$ cat src/rtl/timer_controller.sv
// Pattern-triggered delay timer: finds 1101 on a serial line, shifts in a delay,
// waits (delay+1)*SCALE cycles, then holds done until acknowledged.
module timer_controller #(
    parameter int DELAY_W = 4,
    parameter int SCALE   = 1000
) (
    input  logic               clk,
    input  logic               reset,
    input  logic               data,
    input  logic               ack,
    output logic               shifting,
    output logic               counting,
    output logic               done,
    output logic [DELAY_W-1:0] count,
    output logic [2:0]         state_out
);

    localparam int PRE_W = (SCALE > 1) ? $clog2(SCALE) : 1;
    localparam int SHC_W = (DELAY_W > 1) ? $clog2(DELAY_W) : 1;
    localparam logic [PRE_W-1:0] PRE_LAST = PRE_W'(SCALE - 1);
    localparam logic [SHC_W-1:0] SHC_LAST = SHC_W'(DELAY_W - 1);

    typedef enum logic [2:0] {
        S0       = 3'd0,
        S1       = 3'd1,
        S2       = 3'd2,
        S3       = 3'd3,
        SHIFT    = 3'd4,
        COUNT    = 3'd5,
        WAIT_ACK = 3'd6
    } state_t;

    state_t             r_state;
    state_t             w_state_next;
    logic [SHC_W-1:0]   r_shift_cnt;
    logic [PRE_W-1:0]   r_prescale;
    logic [DELAY_W-1:0] r_delay;
    logic [DELAY_W-1:0] r_count;

    logic               w_last_bit;
    logic               w_unit_end;
    logic               w_count_zero;
    logic [DELAY_W-1:0] w_delay_next;

    assign w_last_bit   = (r_shift_cnt == SHC_LAST);
    assign w_unit_end   = (r_prescale == PRE_LAST);
    assign w_count_zero = (r_count == '0);
    assign w_delay_next = DELAY_W'({r_delay, data});

    always_ff @(posedge clk) begin
        if (reset) begin
            r_state <= S0;
        end else begin
            r_state <= w_state_next;
        end
    end

    always_comb begin
        w_state_next = S0;
        case (r_state)
            S0:       w_state_next = data ? S1 : S0;
            S1:       w_state_next = data ? S2 : S0;
            S2:       w_state_next = data ? S2 : S3;
            S3:       w_state_next = data ? SHIFT : S0;
            SHIFT:    w_state_next = w_last_bit ? COUNT : SHIFT;
            COUNT:    w_state_next = (w_unit_end && w_count_zero) ? WAIT_ACK : COUNT;
            WAIT_ACK: w_state_next = ack ? S0 : WAIT_ACK;
            default:  w_state_next = S0;
        endcase
    end

    // Shift counter restarts outside SHIFT so every payload begins at bit zero.
    always_ff @(posedge clk) begin
        if (reset) begin
            r_shift_cnt <= '0;
            r_prescale  <= '0;
            r_delay     <= '0;
            r_count     <= '0;
        end else if (r_state == SHIFT) begin
            r_delay <= w_delay_next;
            if (w_last_bit) begin
                r_shift_cnt <= '0;
                r_count     <= w_delay_next;
                r_prescale  <= '0;
            end else begin
                r_shift_cnt <= r_shift_cnt + SHC_W'(1);
            end
        end else if (r_state == COUNT) begin
            r_shift_cnt <= '0;
            if (w_unit_end) begin
                r_prescale <= '0;
                if (!w_count_zero) begin
                    r_count <= r_count - DELAY_W'(1);
                end
            end else begin
                r_prescale <= r_prescale + PRE_W'(1);
            end
        end else begin
            r_shift_cnt <= '0;
        end
    end

    always_comb begin
        shifting  = (r_state == SHIFT);
        counting  = (r_state == COUNT);
        done      = (r_state == WAIT_ACK);
        count     = (r_state == COUNT) ? r_count : '0;
        state_out = r_state;
    end

endmodule
$ cat config.mk
export PLATFORM = sky130hd
export DESIGN_NAME = timer_controller
export DESIGN_NICKNAME = d
export VERILOG_FILES = /design/src/rtl/timer_controller.sv
export SDC_FILE = /design/constraint.sdc
export NUM_CORES = 1
export LEC_CHECK = 0
export CAP_MARGIN = 15
export CORE_MARGIN = 8
export CORE_UTILIZATION = 49
export DETAILED_ROUTE_END_ITERATION = 10
export PLACE_DENSITY = 0.74
export SLEW_MARGIN = 10
export SYNTH_ARGS = -nofsm -noshare
export SYNTH_HDL_FRONTEND = slang
export SYNTH_SLANG_ARGS = --single-unit
$ cat constraint.sdc
create_clock -name clk -period 1.5 [get_ports clk]
set_input_delay 0.15 -clock clk [delete_from_list [all_inputs] [get_ports clk]]
set_output_delay 0.15 -clock clk [all_outputs]
set_load 0.05 [all_outputs]
# --- Yosys cells after proc, flatten, opt, wreduce, memory -nomap -nowiden ---
# Cells that the tools add are included.
classes:
  add_sub_neg: 3
  n_eq_ne: 10
  muxes: 18
  n_bitwise: 1
  n_reduce_logical: 8
ops:
  columns: ["operator", "n"]
  rows:
  - ["$mux 10", 4]
  - ["$mux 4", 6]
  - ["$pmux 3 s7", 1]
  - ["$add 10x1->10 const B", 1]
  - ["$eq 10x10->1 const B", 1]
  - ["$eq 3x3->1 const B", 3]
  - ["$eq 3x2->1 const B", 2]
  - ["$mux 3", 2]
  - ["$logic_not 4->1", 1]
  - ["$mux 2", 2]
  - ["$reduce_and 4->1", 1]
  - ["$reduce_bool 2->1", 2]
  - ["$sub 4x1->4 const B", 1]
  - ["$eq 3x1->1 const B", 1]
  - ["$logic_not 3->1", 1]
  - ["$mux 1", 3]
  - ["$reduce_or 3->1", 1]
  - ["$add 2x1->2 const B", 1]
  - ["$eq 2x2->1 const B", 1]
  - ["$ne 2x1->1 const B", 1]
  - ["$ne 2x2->1 const B", 1]
  - ["$reduce_and 2->1", 1]
  - ["$logic_and 1x1->1", 1]
  - ["$not 1->1", 1]
word_totals:
  regBits: 22
  inputBits: 4
  out_inout_bits: 10
  elab_cells: 45

# --- Depth between registers and ports, before layout ---
logic_depth:
  word_depth: 5
  ltp_mapped: 10

# --- Worst setup path after synthesis ---
# Ideal clock, no wire load.
synth_timing:
  kind: "register to output"
  startpoint: "register r_state[0], in the netlist state_out[0]"
  endpoint: "output port count[2]"
  arrival_ps: 2042
  required_time_ps: 1350
  slack_ps: -692
  stages_incl_launch_ff: 5
  path_cell_list: "dfxtp_1 -> clkbuf_1 -> nand3b_1 -> inv_1 -> and2_1"
synth_between:
  elab_chain_len: 2
synth_rtl:
  columns: ["element", "line", "text"]
  rows:
  - ["from (decl)", "33", "state_t r_state;"]
  - ["from (signal assigned)", "54", "r_state <= w_state_next;"]
  - ["$eq 3x3->1", null, null]
  - ["named net counting", "12", "output logic counting,"]
  - ["$mux 4", "107", "count = (r_state == COUNT) ? r_count : '0;"]
  - ["to (decl)", "14", "output logic [DELAY_W-1:0] count,"]
# The timed path passes the listed nets, and every way through them passes these cells.

# --- Final worst setup path ---
layout_timing:
  startpoint: "register r_state[1], in the netlist state_out[1]"
  endpoint: "output port count[2]"
layout_between:
  elab_chain_len: 2
layout_rtl:
  columns: ["element", "line"]
  rows:
  - ["$eq 3x3->1", "107"]
  - ["$mux 4", "107"]
# No other way between the ends.

==> metrics.md <==
| Metric | Value |
|---|---|
| CP Buf/Inv Count | `2` |
| Post-route ant nets | `0` |
| Violated checks | `negative setup slack` |
| Most frequent cells in the layout | `buf_4, dfxtp_1, nand2_1, nor2_1` |
| CTS max path bufs | `2` |
| Crit. End Element | `output pin` |
| Max frequency | `0.6050 GHz` |
| DRC | `0` |
| TritonCTS clock tree | `yes` |
| Vias | `1323` |
| Initial Util | `51.02%` |
| Die Wd | `66.56 um` |
| Hold Violations, Final | `0` |
| Crit-path slowest cell | `dfxtp_4` |
| Synthesized Nets | `150` |
| PortBufs | `13` |
| Post-synthesis sequential area ratio | `35.16%` |
| Synth Register Bits | `22` |
| Cell Chain, Critical Path | `nand3b_1 -> clkinvlp_4 -> and2_4 -> buf_12` |
| Slew Viols, Final | `0` |
| Reg-to-Reg End | `state_out[1]` |
| PnR worst setup slack | `-152.9 ps` |
| Avg WL per Cell | `17.21 um` |
| Max-slew headroom | `75.49%` |
| Drt first pass iters | `4` |
| Area growth syn-to-layout | `52.25%` |
| Largest cells by area after synthesis | `dfxtp_1, xnor2_1, nor2_1, ha_1, nand2_1` |
| Pin count of the biggest net entering global routing | `19` |
| Main flop type after synthesis | `dfxtp_1` |
| Diodes inserted | `0` |
| Status | `finished with violations` |
| RSZ-0062 raised after global routing | `yes` |
| Mapped Avg Cell Area | `8.820 um2` |
| Max-cap violations | `0` |
| Period utilization | `110.2%` |
| Placeable Area | `2455 um2` |
| Synth async-reset ratio | `0%` |
| GRT Total Usage | `16.27%` |
| Switching Fraction | `29.31%` |
| Cell row count | `18` |
| Layout cell share with drive strength beyond 1 | `48.96%` |
| Critical path depth | `4` |
| Hold WC Path Type | `reg -> reg` |
| Final Net Count | `201` |
| Reg-to-Reg Start | `r_count[0]` |
| Setup TNS | `-1354 ps` |
| Worst R2R Setup Slack | `-150 ps` |
| Yosys top cell area share | `35.16%` |
| Leakage power | `0.7237 nW` |
| Finished Layout Cells | `222` |
| CTS clk-pin slew, worst paths | `130 ps` |
| VDD IR max | `0.5806 mV` |
| Post-synthesis cell count | `142` |
| # fillers | `153` |
| Psw | `0.3438 mW` |
| Worst Tran Pin Value | `364.3 ps` |
| Setup crit start | `state_out[1]` |
| Worst Min Path Start | `r_shift_cnt[0]` |
| PD cells | `615.1 nW/um2` |
| Slowest cell delay on critical path | `380 ps` |
| Setup crit start kind | `flop` |
| Ports | `14` |
| Most common cell after layout, fill and taps aside | `buf_4` |
| Leading area contributor after synthesis | `dfxtp_1` |
| Final wirelength | `3820 um` |
| Post-synthesis cell type count | `45` |
| Internal power | `0.8291 mW` |
| Cells after DPL | `203` |
| Combinational share of power | `23.7%` |
| Synthesis warning total | `0` |
| Critical Path RT | `1350 ps` |
| CTS Buf Count | `3` |
| Initial antenna violation count | `0` |
| CP Class | `reg -> out` |
| Clock root cell | `clkbuf_4` |
| Total grt overflow | `0` |
| Clock skew | `5.327 ps` |
| Clock Latency Late Sink | `320 ps` |
| Clock sinks | `22` |
| RePlAce Congestion | `0.8587` |
| Crit-path leading delay family | `simple AND/OR/NAND/NOR gates` |
| Total Power | `1.173 mW` |
| First-pass GRT wire length | `5865 um` |
| Final setup viols | `12` |
| Clock network power share | `24.5%` |
| Routed vias/inst | `5.959` |
| Setup WS pre-CTS | `-157.1 ps` |
| Worst Reg-to-Reg Cells | `6` |
| Critical Path End | `count[2]` |
| Post-CTS Hold Buffers | `0` |
| Max H-tree Level | `1` |
| WP data arrival | `1500 ps` |
| CP Max Fanout | `5` |
| Flop pwr share | `51.8%` |
| Die Y | `66.56 um` |
| Number of synthesized flops with an enable pin | `0` |
| Vias in the first global route | `1309` |
| HPWL after DPL | `2283 um` |
| Post-layout minimum cycle time | `1653 ps` |
| 1st-iter DRT viols | `82` |
| Die area | `4430 um2` |
| Cell Area, Synth | `1252 um2` |
==> logic make-up after synthesis <==
kind of cell | share of synthesized area [%]
adder cells (fa/ha/maj) | 3.996
buffers and inverters | 7.192
flip-flops | 35.16
multiplexers | 1.798
XOR/XNOR | 4.895
AO/OA/AOI/OAI | 19.08
AND/OR/NAND/NOR | 27.87
==> registers in the layout, indices dropped and copies added, names as in the netlist <==
register     cells
state_out        3
r_shift_cnt      2
r_prescale      10
r_delay          3
r_count          4
==> stage by stage <==
step           area [um2]  hold slack, ps  utilization (%)
2_1_floorplan        1318           302.8                -
5_1_grt              1907           467.7            77.68
6_report             1907           449.6            77.68
3_5_place_dp         1677           432.7            68.30
3_3_place_gp         1677           412.2            68.30
4_1_cts              1828           450.9            74.46
==> Yosys cell counts, drive strengths merged (2+ instances only) <==
master / instances
a21oi: 9
a2bb2oi: 2
a31oi: 4
and2: 3
buf: 6
clkbuf: 3
dfxtp: 22
ha: 4
inv: 5
mux2: 2
nand2: 14
nand2b: 2
nand3: 5
nand3b: 2
nand4: 2
nor2: 14
nor3: 4
nor4: 3
o21ai: 2
o311ai: 2
o41ai: 2
or2: 2
or3: 6
xnor2: 7
==> metal layers <==
metal	part of all wire, %	global-route usage, %
met1	41	18.80
met2	50	29.27
met3	6.5	3.188
met4	2.1	4.533
met5	0	0
==> power by group through the flow <==
stage / combinational (mW) / clock [mW] / sequential, mW
floorplan: 0.127 / 0 / 0.641
global placement: 0.195 / 0 / 0.623
detailed placement: 0.202 / 0 / 0.624
CTS: 0.243 / 0.291 / 0.606
global route: 0.293 / 0.320 / 0.610
finish: 0.278 / 0.288 / 0.608
==> worst reg2reg max path: cells and delay by family, from the launching register on <==
kind / cells / cell delay [ps]
AO/OA/AOI/OAI: 1 / 120
adder cells (fa/ha/maj): 1 / 130
buffers and inverters: 2 / 230
flip-flops: 1 / 350
AND/OR/NAND/NOR: 2 / 750
==> cell type report <==
| class | instances | area, um2 | area share [%] |
|---|---|---|---|
| Timing Repair Buffer | 55 | 528.0 | 27.69 |
| Tap cell | 30 | 37.54 | 1.969 |
| Clock buffer | 3 | 22.52 | 1.181 |
| Multi-Input combinational cell | 105 | 825.8 | 43.31 |
| Inverter | 6 | 31.28 | 1.640 |
| Sequential cell | 22 | 457.9 | 24.02 |
| Clock inverter | 1 | 3.754 | 0.1969 |
==> repair_timing <==
action                     CTS  global route
cloned                       0             0
setup endpoints to repair   20            19
gates resized for setup     12            10
buffers inserted            12             3
pin swaps                    7             9
==> worst min path at each step <==
stage                                 to  slack, ps  depth (start not counted)
after CTS                 r_shift_cnt[0]        450                          1
after global placement    r_shift_cnt[0]        410                          1
after detailed placement  r_shift_cnt[0]        430                          1
final                     r_shift_cnt[0]        450                          1
after floorplan               r_delay[0]        300                          2
after global routing      r_shift_cnt[0]        470                          1
No activity file was read; power rests on OpenSTA's default activity.
